--- config.mk ---
export PLATFORM = sky130hd
export DESIGN_NAME = mem_serialiser_param
export DESIGN_NICKNAME = d
export VERILOG_FILES = /design/src/rtl/mem_ser_pkg.sv /design/src/rtl/mem_serialiser_param_digit_shift_reg.sv /design/src/rtl/mem_serialiser_param.sv
export SDC_FILE = /design/constraint.sdc
export NUM_CORES = 1
export LEC_CHECK = 0
export CORE_ASPECT_RATIO = 0.7
export CORE_UTILIZATION = 40
export CTS_CLUSTER_SIZE = 20
export DETAILED_ROUTE_END_ITERATION = 10
export SYNTH_ARGS = -nofsm -noshare
export SYNTH_HDL_FRONTEND = slang
export SYNTH_SLANG_ARGS = --single-unit
--- constraint.sdc ---
create_clock -name clk -period 3.7 [get_ports clk]
set_input_delay 0.74 -clock clk [delete_from_list [all_inputs] [get_ports clk]]
set_output_delay 0.74 -clock clk [all_outputs]
set_load 0.005 [all_outputs]
--- src/rtl/mem_ser_pkg.sv ---
// Shared definitions for the parametrised bit-serial load/store serialiser.
//   - RISC-V funct3 encodings for loads and stores
//   - controller state encoding
//   - access-size helpers: byte-lane mask and sign/zero extension
package mem_ser_pkg;

  // funct3 encodings. 3'b111 has no meaning and is always rejected.
  localparam logic [2:0] F_B  = 3'b000;
  localparam logic [2:0] F_H  = 3'b001;
  localparam logic [2:0] F_W  = 3'b010;
  localparam logic [2:0] F_D  = 3'b011;
  localparam logic [2:0] F_BU = 3'b100;
  localparam logic [2:0] F_HU = 3'b101;
  localparam logic [2:0] F_WU = 3'b110;

  typedef enum logic [2:0] {
    ST_IDLE,
    ST_ADDR,
    ST_RD,
    ST_XFER,
    ST_DONE
  } state_t;

  // Byte-lane mask for an access size (func[1:0]), before it is shifted
  // to its byte offset. Callers narrower than 64 bits truncate the result.
  function automatic logic [7:0] size_mask(input logic [1:0] size);
    logic [7:0] m;
    unique case (size)
      2'b00:   m = 8'h01;
      2'b01:   m = 8'h03;
      2'b10:   m = 8'h0F;
      default: m = 8'hFF;
    endcase
    return m;
  endfunction

  // Keep the low field of the given access size and extend it to 64 bits.
  // zero_ext is func[2]: 1 for the unsigned load variants.
  function automatic logic [63:0] extend_field(input logic [63:0] raw,
                                               input logic [1:0]  size,
                                               input logic        zero_ext);
    logic [63:0] v;
    unique case (size)
      2'b00:   v = zero_ext ? {56'b0, raw[7:0]}  : {{56{raw[7]}},  raw[7:0]};
      2'b01:   v = zero_ext ? {48'b0, raw[15:0]} : {{48{raw[15]}}, raw[15:0]};
      2'b10:   v = zero_ext ? {32'b0, raw[31:0]} : {{32{raw[31]}}, raw[31:0]};
      default: v = raw;
    endcase
    return v;
  endfunction

endpackage

--- src/rtl/mem_serialiser_param_digit_shift_reg.sv ---
// digit_shift_reg: WIDTH-bit register addressed as WIDTH/DIGIT digits.
//   load / load_data   : parallel load of the whole word (wins over capture)
//   capture / wr_idx / din : overwrite digit wr_idx with din
//   rd_idx / dout      : combinational read of digit rd_idx
//   q                  : current contents
//   q_next             : value q takes at the next edge (lets the owner act on
//                        a word whose final digit is arriving this cycle)
// clk, reset: rising-edge clock, synchronous active-high clear.
module digit_shift_reg #(
  parameter  int WIDTH = 32,
  parameter  int DIGIT = 1,
  localparam int NDIG  = WIDTH / DIGIT,
  localparam int IDX_W = (NDIG > 1) ? $clog2(NDIG) : 1
) (
  input  logic             clk,
  input  logic             reset,
  input  logic             load,
  input  logic [WIDTH-1:0] load_data,
  input  logic             capture,
  input  logic [IDX_W-1:0] wr_idx,
  input  logic [DIGIT-1:0] din,
  input  logic [IDX_W-1:0] rd_idx,
  output logic [DIGIT-1:0] dout,
  output logic [WIDTH-1:0] q,
  output logic [WIDTH-1:0] q_next
);

  // NOTE: every variable assigned in an always_comb gets a default first, so
  // no path leaves it unassigned and no latch is inferred.
  always_comb begin
    q_next = q;
    if (load) begin
      q_next = load_data;
    end else if (capture) begin
      for (int i = 0; i < NDIG; i++) begin
        if (wr_idx == IDX_W'(i)) q_next[i*DIGIT +: DIGIT] = din;
      end
    end
  end

  // NOTE: sequential state is written with non-blocking assignments so every
  // register samples pre-edge values regardless of process ordering.
  always_ff @(posedge clk) begin
    if (reset) q <= '0;
    else       q <= q_next;
  end

  always_comb begin
    dout = '0;
    for (int i = 0; i < NDIG; i++) begin
      if (rd_idx == IDX_W'(i)) dout = q[i*DIGIT +: DIGIT];
    end
  end

endmodule

--- src/rtl/mem_serialiser_param.sv ---
// mem_serialiser_param: moves data between a parallel memory word and a
// serial register datapath, DIGIT bits per cycle, LS digit first.
// Sequence: IDLE -> ADDR (A cycles, serial byte address) -> [RD (loads,
// one cycle)] -> XFER (T cycles of serial data) -> DONE (one cycle) -> IDLE.
// A faulting request skips straight from ADDR to DONE with no memory access.
// Ports:
//   clk, reset          rising-edge clock, synchronous active-high reset
//   start, store, func  request strobe (IDLE only) with op and funct3
//   addr_in             serial byte address digit
//   data_in / data_out  serial store data / serial load result
//   mem_rdata           memory read word, captured at the end of RD
//   mem_addr            word address, updated on entry to RD/XFER
//   mem_wdata, mem_be   lane-aligned store data and byte enables (DONE)
//   mem_we              one-cycle write strobe in DONE
//   busy, done          not-idle flag, one-cycle completion pulse
//   misaligned, illegal fault flags, valid with done
module mem_serialiser_param
  import mem_ser_pkg::*;
#(
  parameter  int XLEN    = 32,
  parameter  int ADDR_W  = 12,
  parameter  int DIGIT   = 1,
  localparam int NB      = XLEN / 8,
  localparam int WL      = $clog2(NB),
  localparam int MA_W    = ADDR_W - WL,
  localparam int A       = ADDR_W / DIGIT,
  localparam int T       = XLEN / DIGIT,
  localparam int MAX_AT  = (A > T) ? A : T,
  localparam int CNT_W   = (MAX_AT > 1) ? $clog2(MAX_AT) : 1,
  localparam int A_IDX_W = (A > 1) ? $clog2(A) : 1,
  localparam int T_IDX_W = (T > 1) ? $clog2(T) : 1
) (
  input  logic             clk,
  input  logic             reset,
  input  logic             start,
  input  logic             store,
  input  logic [2:0]       func,
  input  logic [DIGIT-1:0] addr_in,
  input  logic [DIGIT-1:0] data_in,
  output logic [DIGIT-1:0] data_out,
  input  logic [XLEN-1:0]  mem_rdata,
  output logic [MA_W-1:0]  mem_addr,
  output logic [XLEN-1:0]  mem_wdata,
  output logic [NB-1:0]    mem_be,
  output logic             mem_we,
  output logic             busy,
  output logic             done,
  output logic             misaligned,
  output logic             illegal
);

  state_t            state_q, state_d;
  logic [CNT_W-1:0]  cnt_q, cnt_d;
  logic              store_q;
  logic [2:0]        func_q;
  logic              ill_q, mis_q;
  logic [MA_W-1:0]   mem_addr_q;

  logic              addr_last, xfer_last;
  logic [ADDR_W-1:0] addr_q, addr_full;
  logic [WL-1:0]     byte_off;
  logic              illegal_c, misaligned_c, fault_c;
  logic [2:0]        align_mask;
  logic [XLEN-1:0]   load_word, store_word;
  logic [DIGIT-1:0]  load_digit;
  logic [NB-1:0]     lane_mask;
  logic [XLEN-1:0]   lane_bits;

  // Register outputs that this block has no use for.
  logic [DIGIT-1:0]  unused_addr_digit, unused_store_digit;
  logic [XLEN-1:0]   unused_res_q, unused_res_next, unused_store_next;
  logic [MA_W-1:0]   unused_addr_hi;

  assign addr_last = (cnt_q == CNT_W'(A - 1));
  assign xfer_last = (cnt_q == CNT_W'(T - 1));

  // ---------------------------------------------------------------------
  // Serial registers
  // ---------------------------------------------------------------------
  digit_shift_reg #(.WIDTH(ADDR_W), .DIGIT(DIGIT)) u_addr_reg (
    .clk       (clk),
    .reset     (reset),
    .load      (1'b0),
    .load_data ('0),
    .capture   (state_q == ST_ADDR),
    .wr_idx    (cnt_q[A_IDX_W-1:0]),
    .din       (addr_in),
    .rd_idx    ('0),
    .dout      (unused_addr_digit),
    .q         (addr_q),
    .q_next    (addr_full)
  );

  digit_shift_reg #(.WIDTH(XLEN), .DIGIT(DIGIT)) u_load_reg (
    .clk       (clk),
    .reset     (reset),
    .load      (state_q == ST_RD),
    .load_data (load_word),
    .capture   (1'b0),
    .wr_idx    ('0),
    .din       ('0),
    .rd_idx    (cnt_q[T_IDX_W-1:0]),
    .dout      (load_digit),
    .q         (unused_res_q),
    .q_next    (unused_res_next)
  );

  digit_shift_reg #(.WIDTH(XLEN), .DIGIT(DIGIT)) u_store_reg (
    .clk       (clk),
    .reset     (reset),
    .load      (1'b0),
    .load_data ('0),
    .capture   (state_q == ST_XFER && store_q),
    .wr_idx    (cnt_q[T_IDX_W-1:0]),
    .din       (data_in),
    .rd_idx    ('0),
    .dout      (unused_store_digit),
    .q         (store_word),
    .q_next    (unused_store_next)
  );

  // Byte offset within the word; only the word address leaves the block.
  assign byte_off       = addr_q[WL-1:0];
  assign unused_addr_hi = addr_q[ADDR_W-1:WL];

  // ---------------------------------------------------------------------
  // Legality and alignment, judged on the address including the digit
  // that arrives in the last ADDR cycle.
  // ---------------------------------------------------------------------
  always_comb begin
    illegal_c = (func_q == 3'b111) || (store_q && func_q[2]);
    if (XLEN == 32 && (func_q[1:0] == 2'b11 || func_q == F_WU)) illegal_c = 1'b1;
    // Low address bits that must be zero for the access size.
    align_mask   = 3'((4'd1 << func_q[1:0]) - 4'd1);
    misaligned_c = |(addr_full[2:0] & align_mask);
    fault_c      = illegal_c || misaligned_c;
  end

  // Loaded field moved down to bit 0, then sign- or zero-extended.
  assign load_word = XLEN'(extend_field(64'(mem_rdata >> {byte_off, 3'b000}),
                                        func_q[1:0], func_q[2]));

  // Store lanes: truncate to the access size, then move to the byte offset.
  always_comb begin
    lane_mask = NB'(size_mask(func_q[1:0]));
    lane_bits = '0;
    for (int b = 0; b < NB; b++) lane_bits[b*8 +: 8] = {8{lane_mask[b]}};
  end

  // ---------------------------------------------------------------------
  // FSM: state register
  // ---------------------------------------------------------------------
  always_ff @(posedge clk) begin
    if (reset) begin
      state_q <= ST_IDLE;
      cnt_q   <= '0;
    end else begin
      state_q <= state_d;
      cnt_q   <= cnt_d;
    end
  end

  // ---------------------------------------------------------------------
  // FSM: next state
  // ---------------------------------------------------------------------
  always_comb begin
    state_d = state_q;
    cnt_d   = cnt_q;
    unique case (state_q)
      ST_IDLE: begin
        if (start) begin
          state_d = ST_ADDR;
          cnt_d   = '0;
        end
      end
      ST_ADDR: begin
        if (addr_last) begin
          cnt_d = '0;
          if (fault_c)      state_d = ST_DONE;
          else if (store_q) state_d = ST_XFER;
          else              state_d = ST_RD;
        end else begin
          cnt_d = cnt_q + CNT_W'(1);
        end
      end
      ST_RD: state_d = ST_XFER;
      ST_XFER: begin
        if (xfer_last) begin
          state_d = ST_DONE;
          cnt_d   = '0;
        end else begin
          cnt_d = cnt_q + CNT_W'(1);
        end
      end
      ST_DONE: state_d = ST_IDLE;
      default: state_d = ST_IDLE;
    endcase
  end

  // Request attributes, fault flags and the held word address.
  always_ff @(posedge clk) begin
    if (reset) begin
      store_q    <= 1'b0;
      func_q     <= '0;
      ill_q      <= 1'b0;
      mis_q      <= 1'b0;
      mem_addr_q <= '0;
    end else begin
      if (state_q == ST_IDLE && start) begin
        store_q <= store;
        func_q  <= func;
        ill_q   <= 1'b0;
        mis_q   <= 1'b0;
      end
      if (state_q == ST_ADDR && addr_last) begin
        ill_q <= illegal_c;
        mis_q <= misaligned_c && !illegal_c;
        if (!fault_c) mem_addr_q <= addr_full[ADDR_W-1:WL];
      end
    end
  end

  // ---------------------------------------------------------------------
  // FSM: outputs
  // ---------------------------------------------------------------------
  always_comb begin
    busy       = (state_q != ST_IDLE);
    done       = (state_q == ST_DONE);
    misaligned = done && mis_q;
    illegal    = done && ill_q;
    mem_addr   = mem_addr_q;
    data_out   = (state_q == ST_XFER && !store_q) ? load_digit : '0;
    mem_we     = 1'b0;
    mem_wdata  = '0;
    mem_be     = '0;
    if (state_q == ST_DONE && store_q && !ill_q && !mis_q) begin
      mem_we    = 1'b1;
      mem_wdata = (store_word & lane_bits) << {byte_off, 3'b000};
      mem_be    = lane_mask << byte_off;
    end
  end

endmodule

**After elaboration in Yosys (flattened, before gate mapping)**

Index checks and enable logic that the tools add are counted.

- Flip-flop bits (word level): 100
- Bits in latches: 0
- RAM bits: 0
- ROM bits: 0
- Input port bits: 41
- Output and inout port bits: 52
- Logic and storage cells: 232
- Memories kept: 0

- $add $sub $neg: 2
- $mul: 0
- Div/mod/pow operators: 0
- Order comparisons: 0
- Equal/unequal tests: 54
- Shift operators: 4
- Multiplexer cells: 67
- Bitwise logic cells: 3
- Reductions and logical operators: 61

Operators by type and width:

| kind | number |
|---|---|
| two-way mux 32 bit | 3 |
| one-hot mux 32 bit (3 select lines) | 1 |
| == test 5 bit (second input constant) | 16 |
| AND reduction 2 bit | 34 |
| two-way mux 1 bit | 51 |
| == test 5 x 4 -> 1 bit (second input constant) | 8 |
| bitwise AND 32 bit | 1 |
| left shift 32 x 5 -> 32 bit | 1 |
| right shift 32 x 5 -> 32 bit | 1 |
| == test 5 x 3 -> 1 bit (second input constant) | 4 |
| == test 4 x 3 -> 1 bit (second input constant) | 4 |
| == test 4 bit (second input constant) | 4 |
| two-way mux 5 bit | 3 |
| one-hot mux 5 bit (3 select lines) | 1 |
| two-way mux 12 bit | 1 |
| two-way mux 3 bit | 4 |
| one-hot mux 3 bit (4 select lines) | 1 |
| one-hot mux 4 bit (3 select lines) | 1 |
| logical AND 1 bit | 11 |
| == test 5 x 2 -> 1 bit (second input constant) | 2 |
| == test 3 bit (second input constant) | 3 |
| == test 4 x 2 -> 1 bit (second input constant) | 2 |
| == test 3 x 2 -> 1 bit (second input constant) | 2 |
| != test 2 bit (second input constant) | 3 |
| other kinds (22) | 29 |

**Longest topological paths before layout**

- Depth after elaboration: 34
- Mapped depth: 12
- Mapped depth without buffers: 9

**Cells and area by module**

Synthesis repeated with hierarchy kept, for this count alone.

- Cell total of the unflattened synthesis: 1066
- Area, all modules: 7782.5 um2

By module, submodules not included:

| module | instances | cells an instance | area each (um2) | sequential area each (um2) |
|---|---|---|---|---|
| digit_shift_reg (u_load_reg ...) | 2 | 307 | 2235.9 | 640.6 |
| mem_serialiser_param | 1 | 355 | 2471.1 | 480.5 |
| digit_shift_reg (u_addr_reg) | 1 | 97 | 839.6 | 240.2 |

**Worst setup path after synthesis**

Ideal clock, no wire load.

- Path kind: register -> output
- Start: register cnt_q[0]
- End: output port data_out
- Data arrival time: 2.431 ns
- Required time: 2.960 ns
- Path slack: 0.529 ns
- Cell stages (with the launch flop): 13
- Path buffers: 3
- Path through: dfxtp_1 -> ha_1 -> clkbuf_1 -> clkbuf_1 -> clkbuf_1 -> and3_1 -> ha_1 -> inv_1 -> o2111a_1 -> nand2_1 -> nor3_1 -> a32oi_1 -> o31ai_1

- Word-level cells in the longest chain between the ends: 34
- Elaborated cells between the ends (all ways): 65
- Classes of those cells: eq/ne (31); mux (33); reduce/logical (1)

RTL lines:

| what | line | RTL |
|---|---|---|
| start, declared | mem_serialiser_param.sv:53 | `logic [CNT_W-1:0] cnt_q, cnt_d;` |
| start signal, assigned | mem_serialiser_param.sv:159 | `cnt_q <= cnt_d;` |
| zero test 5 bit | mem_serialiser_param_digit_shift_reg.sv:51 | `if (rd_idx == IDX_W'(i)) dout = q[i*DIGIT +: DIGIT];` |
| two-way mux 1 bit (31 in a row) | mem_serialiser_param_digit_shift_reg.sv:51 |  |
| two-way mux 1 bit (*) | mem_serialiser_param_digit_shift_reg.sv:51 |  |
| two-way mux 1 bit (*) | mem_serialiser_param.sv:232 | `data_out = (state_q == ST_XFER && !store_q) ? load_digit : '0;` |
| end, declared | mem_serialiser_param.sv:40 | `output logic [DIGIT-1:0] data_out,` |

Every way passes the cells marked *; elsewhere a longest branch is shown, timed or not.

**Worst setup path in the final report**

Ends and elaborated chain as after synthesis.

==> metrics.cfg <==
[logic_synthesis]
synth-async-reset-ratio_pct = 0
synth_top_area_cell = dfxtp_1
synth.area.top_cells = dfxtp_1 34%, nand2_1 6.5%, nor2_1 5.8%
ys_warn_count = 0
synth_common_cells = 102 x nand2_1, 100 x dfxtp_1, 91 x nor2_1
yosysTopAreaCellShare_pct = 34.2
syn_nets = 827
netlist_instances = 779
ys_seq_area_share_pct = 34.2
synth_area_sq_mm = 0.00585
syn_area_per_cell_sq_um = 7.50
ys_ff_latch = 100
synth_flop_cell = dfxtp_1
synth_cell_types = 60
yosysMostFrequentCell = nand2_1
synth_edf_count = 0

[worst_setup_path]
path_cells = inv_1, ha_4, buf_4, a221o_1, nand3_1, o2111a_1, a21oi_1, o31ai_1, clkdlybuf4s50_1
arrival_ns = 2.80
max_stage_delay_ns = 0.56
critPathMaxFanout = 10
slowest_stage = clkdlybuf4s50_1
cp_data_required_time_ns = 2.96
critPathCaptureType = output port
startpoint_type = flip-flop
worstSetupPathType = flip-flop to output port

[status]
outcome = finished clean

[sta]
finalSetupViolCount = 0
fin_ws_ns = 0.160
tightestPinTransition_ns = 1.15
slew_headroom_pct = 22.9
setup-tns-final_ns = 0
fin_skew_ns = 0.00950
finalHoldViolations = 0
rsz0062_at_grt = no
finalCritPeriodShare_pct = 95.7
layout_min_cycle_time_ns = 3.54
fmax_ghz = 0.282
slew_violations = 0

[flow_run]
drv_cap = 0

[cells_and_area]
layout-drive-gt1-share_pct = 11.3
fill_cells = 1352
layout.nets = 890
area_growth_syn_to_layout_pct = 25.2
finish.instance_area_sq_mm = 0.00732
fin_util_pct = 51.9
n_antenna_cell = 0

[route]
routed_via_density = 5.78
topRoutingLayerUsed = met4
drt_iter0_drc = 538
route.detailed.drc = 0
wl_met1_um = 9680
totalWireLength_um = 18900
dr_wl_met3_um = 1590
vias = 5990
drt_first_pass_iters = 6
wl_per_cell_um = 18.3
route.met2.wl_um = 7540
drtAntennaViolNets = 0

[floorplan]
ios = 93
die-height_um = 103
dieArea_sq_mm = 0.0151
start_util_pct = 41.5
die_w_um = 146
core_sq_mm = 0.0141
rows = 36

[global_routing]
grt_util_all_layers_pct = 25.4
grt_pass1_wl_um = 30200
antenna_found_initial = 0
grt_start_max_net_pins = 40
overflow = 0
grt_pass1_vias = 5544

[pwr]
p_switching_mw = 0.904
swShare_pct = 32.8
ir_drop_mv = 0.239
power_density_mw_per_mm2 = 376
total_power_mw = 2.76
leakagePower_nw = 2.56
seqPwrFrac_pct = 43.6
internal_power_mw = 1.85
clockPowerShare_pct = 34.7
pwr-share-comb_pct = 21.6

[clock_network]
cts_sinks = 100
postCtsSetupRepairBufs = 0
clockBufferDepth = 2
h-tree-depth = 3
clock_latency_ns = 0.35
cts_root_buffer = clkbuf_16
cts_inserted_buffers = 9
clk_transition_reported_paths_ns = 0.08
cts_tree = done

[place]
gp_congestion = 0.877
hpwl_um = 13900
postPlaceCellArea_sq_mm = 0.00696
port_buffers = 92
dp_slack_ns = 0.322

[hold_path]
hold_path.class = flip-flop to flip-flop

-- layout by cell type, fill, tap and decap left out, types with 5 or more instances in the layout --
| cell type | Yosys | routed |
|---|---|---|
| clkdlybuf4s50_1 | 0 | 91 |
| and2_1 | 15 | 15 |
| mux2_2 | 26 | 26 |
| dfxtp_1 | 100 | 95 |
| nand4_1 | 27 | 27 |
| nand2b_1 | 5 | 5 |
| a31oi_1 | 8 | 8 |
| dfxtp_2 | 0 | 5 |
| a21oi_1 | 67 | 67 |
| a211oi_1 | 34 | 34 |
| mux2i_1 | 28 | 28 |
| nor2_1 | 91 | 90 |
| nand2_1 | 102 | 102 |
| buf_4 | 1 | 30 |
| nor2b_1 | 32 | 31 |
| clkbuf_16 | 0 | 9 |
| and3_1 | 6 | 6 |
| nand3_1 | 21 | 21 |
| inv_1 | 15 | 15 |
| nor3_1 | 13 | 11 |
| o211ai_1 | 7 | 7 |
| o21ai_0 | 52 | 51 |
-- flip-flops by register name, indices dropped and copies added, names as in the netlist --
signal,count
u_load_reg.q,32
u_store_reg.q,32
u_addr_reg.q,12
mem_addr,10
cnt_q,5
func_q,3
state_q,3
ill_q,1
mis_q,1
store_q,1
-- worst max-delay path: cells and delay by family (launching register included) --
kind                     cells  cell delay [ns]
flip-flops                   1             0.41
AO/OA/AOI/OAI                4             0.93
AND/OR/NAND/NOR              1             0.08
adder cells (fa/ha/maj)      1             0.20
buffers and inverters        3             0.85
-- power groups by stage --
stage	Sequential (mW)	Clock [mW]	Combinational, mW
2_1_floorplan	1.19	0	0.403
3_3_place_gp	1.22	0	0.563
3_5_place_dp	1.22	0	0.576
4_1_cts	1.20	0.971	0.580
5_1_grt	1.21	1.02	0.652
6_report	1.20	0.956	0.596
-- cells by family after synthesis --
logic type	Yosys count	synth area share, %
adder cells (fa/ha/maj)	7	1.50
AND/OR/NAND/NOR	330	27.0
buffers and inverters	86	5.67
AO/OA/AOI/OAI	201	21.6
multiplexers	55	10.0
flip-flops	100	34.2
-- what timing repair did --
item / 4_1_cts / 5_1_grt
pin swaps: 0 / 1
setup endpoints to repair: 1 / 6
hold buffers: 0 / 0
cloned: 0 / 0
resized for setup: 2 / 14
-- final cells by class --
type | instances | area [sq um] | area share (%)
multi-input combinational | 593 | 3570 | 48.8
sequential | 100 | 2010 | 27.4
timing repair buffer | 122 | 1140 | 15.6
tap | 190 | 238 | 3.25
clock buffer | 9 | 225 | 3.08
clock inverter | 7 | 75.1 | 1.03
inverter | 16 | 60.1 | 0.820
-- through the flow --
stage	hold slack (ns)	cells
detailed placement	0.456	1021
global route	0.485	1037
global placement	0.447	1021
CTS	0.466	1037
floorplan	0.432	779
finish	0.462	1037
-- metal layers --
layer  vias up  global-route usage, %
met3        13                   4.82
met4         0                   6.01
met5         -                      0
met1      2840                   38.6
li1       2881                      -
met2       256                   36.5
-- final timing paths --
check / start / endpoint / slack, ns / cells after the start
min reg2reg: u_load_reg.q[0]$_SDFFE_PP0P_ / u_load_reg.q[0]$_SDFFE_PP0P_ / 0.46 / 2
min: u_load_reg.q[0]$_SDFFE_PP0P_ / u_load_reg.q[0]$_SDFFE_PP0P_ / 0.46 / 2
max reg2reg: u_addr_reg.q[1]$_SDFF_PP0_ / u_load_reg.q[18]$_SDFFE_PP0P_ / 0.85 / 6
max: cnt_q[0]$_SDFFE_PP0P_ / data_out / 0.16 / 9
Note: power is estimated with default switching activity, not from simulation.
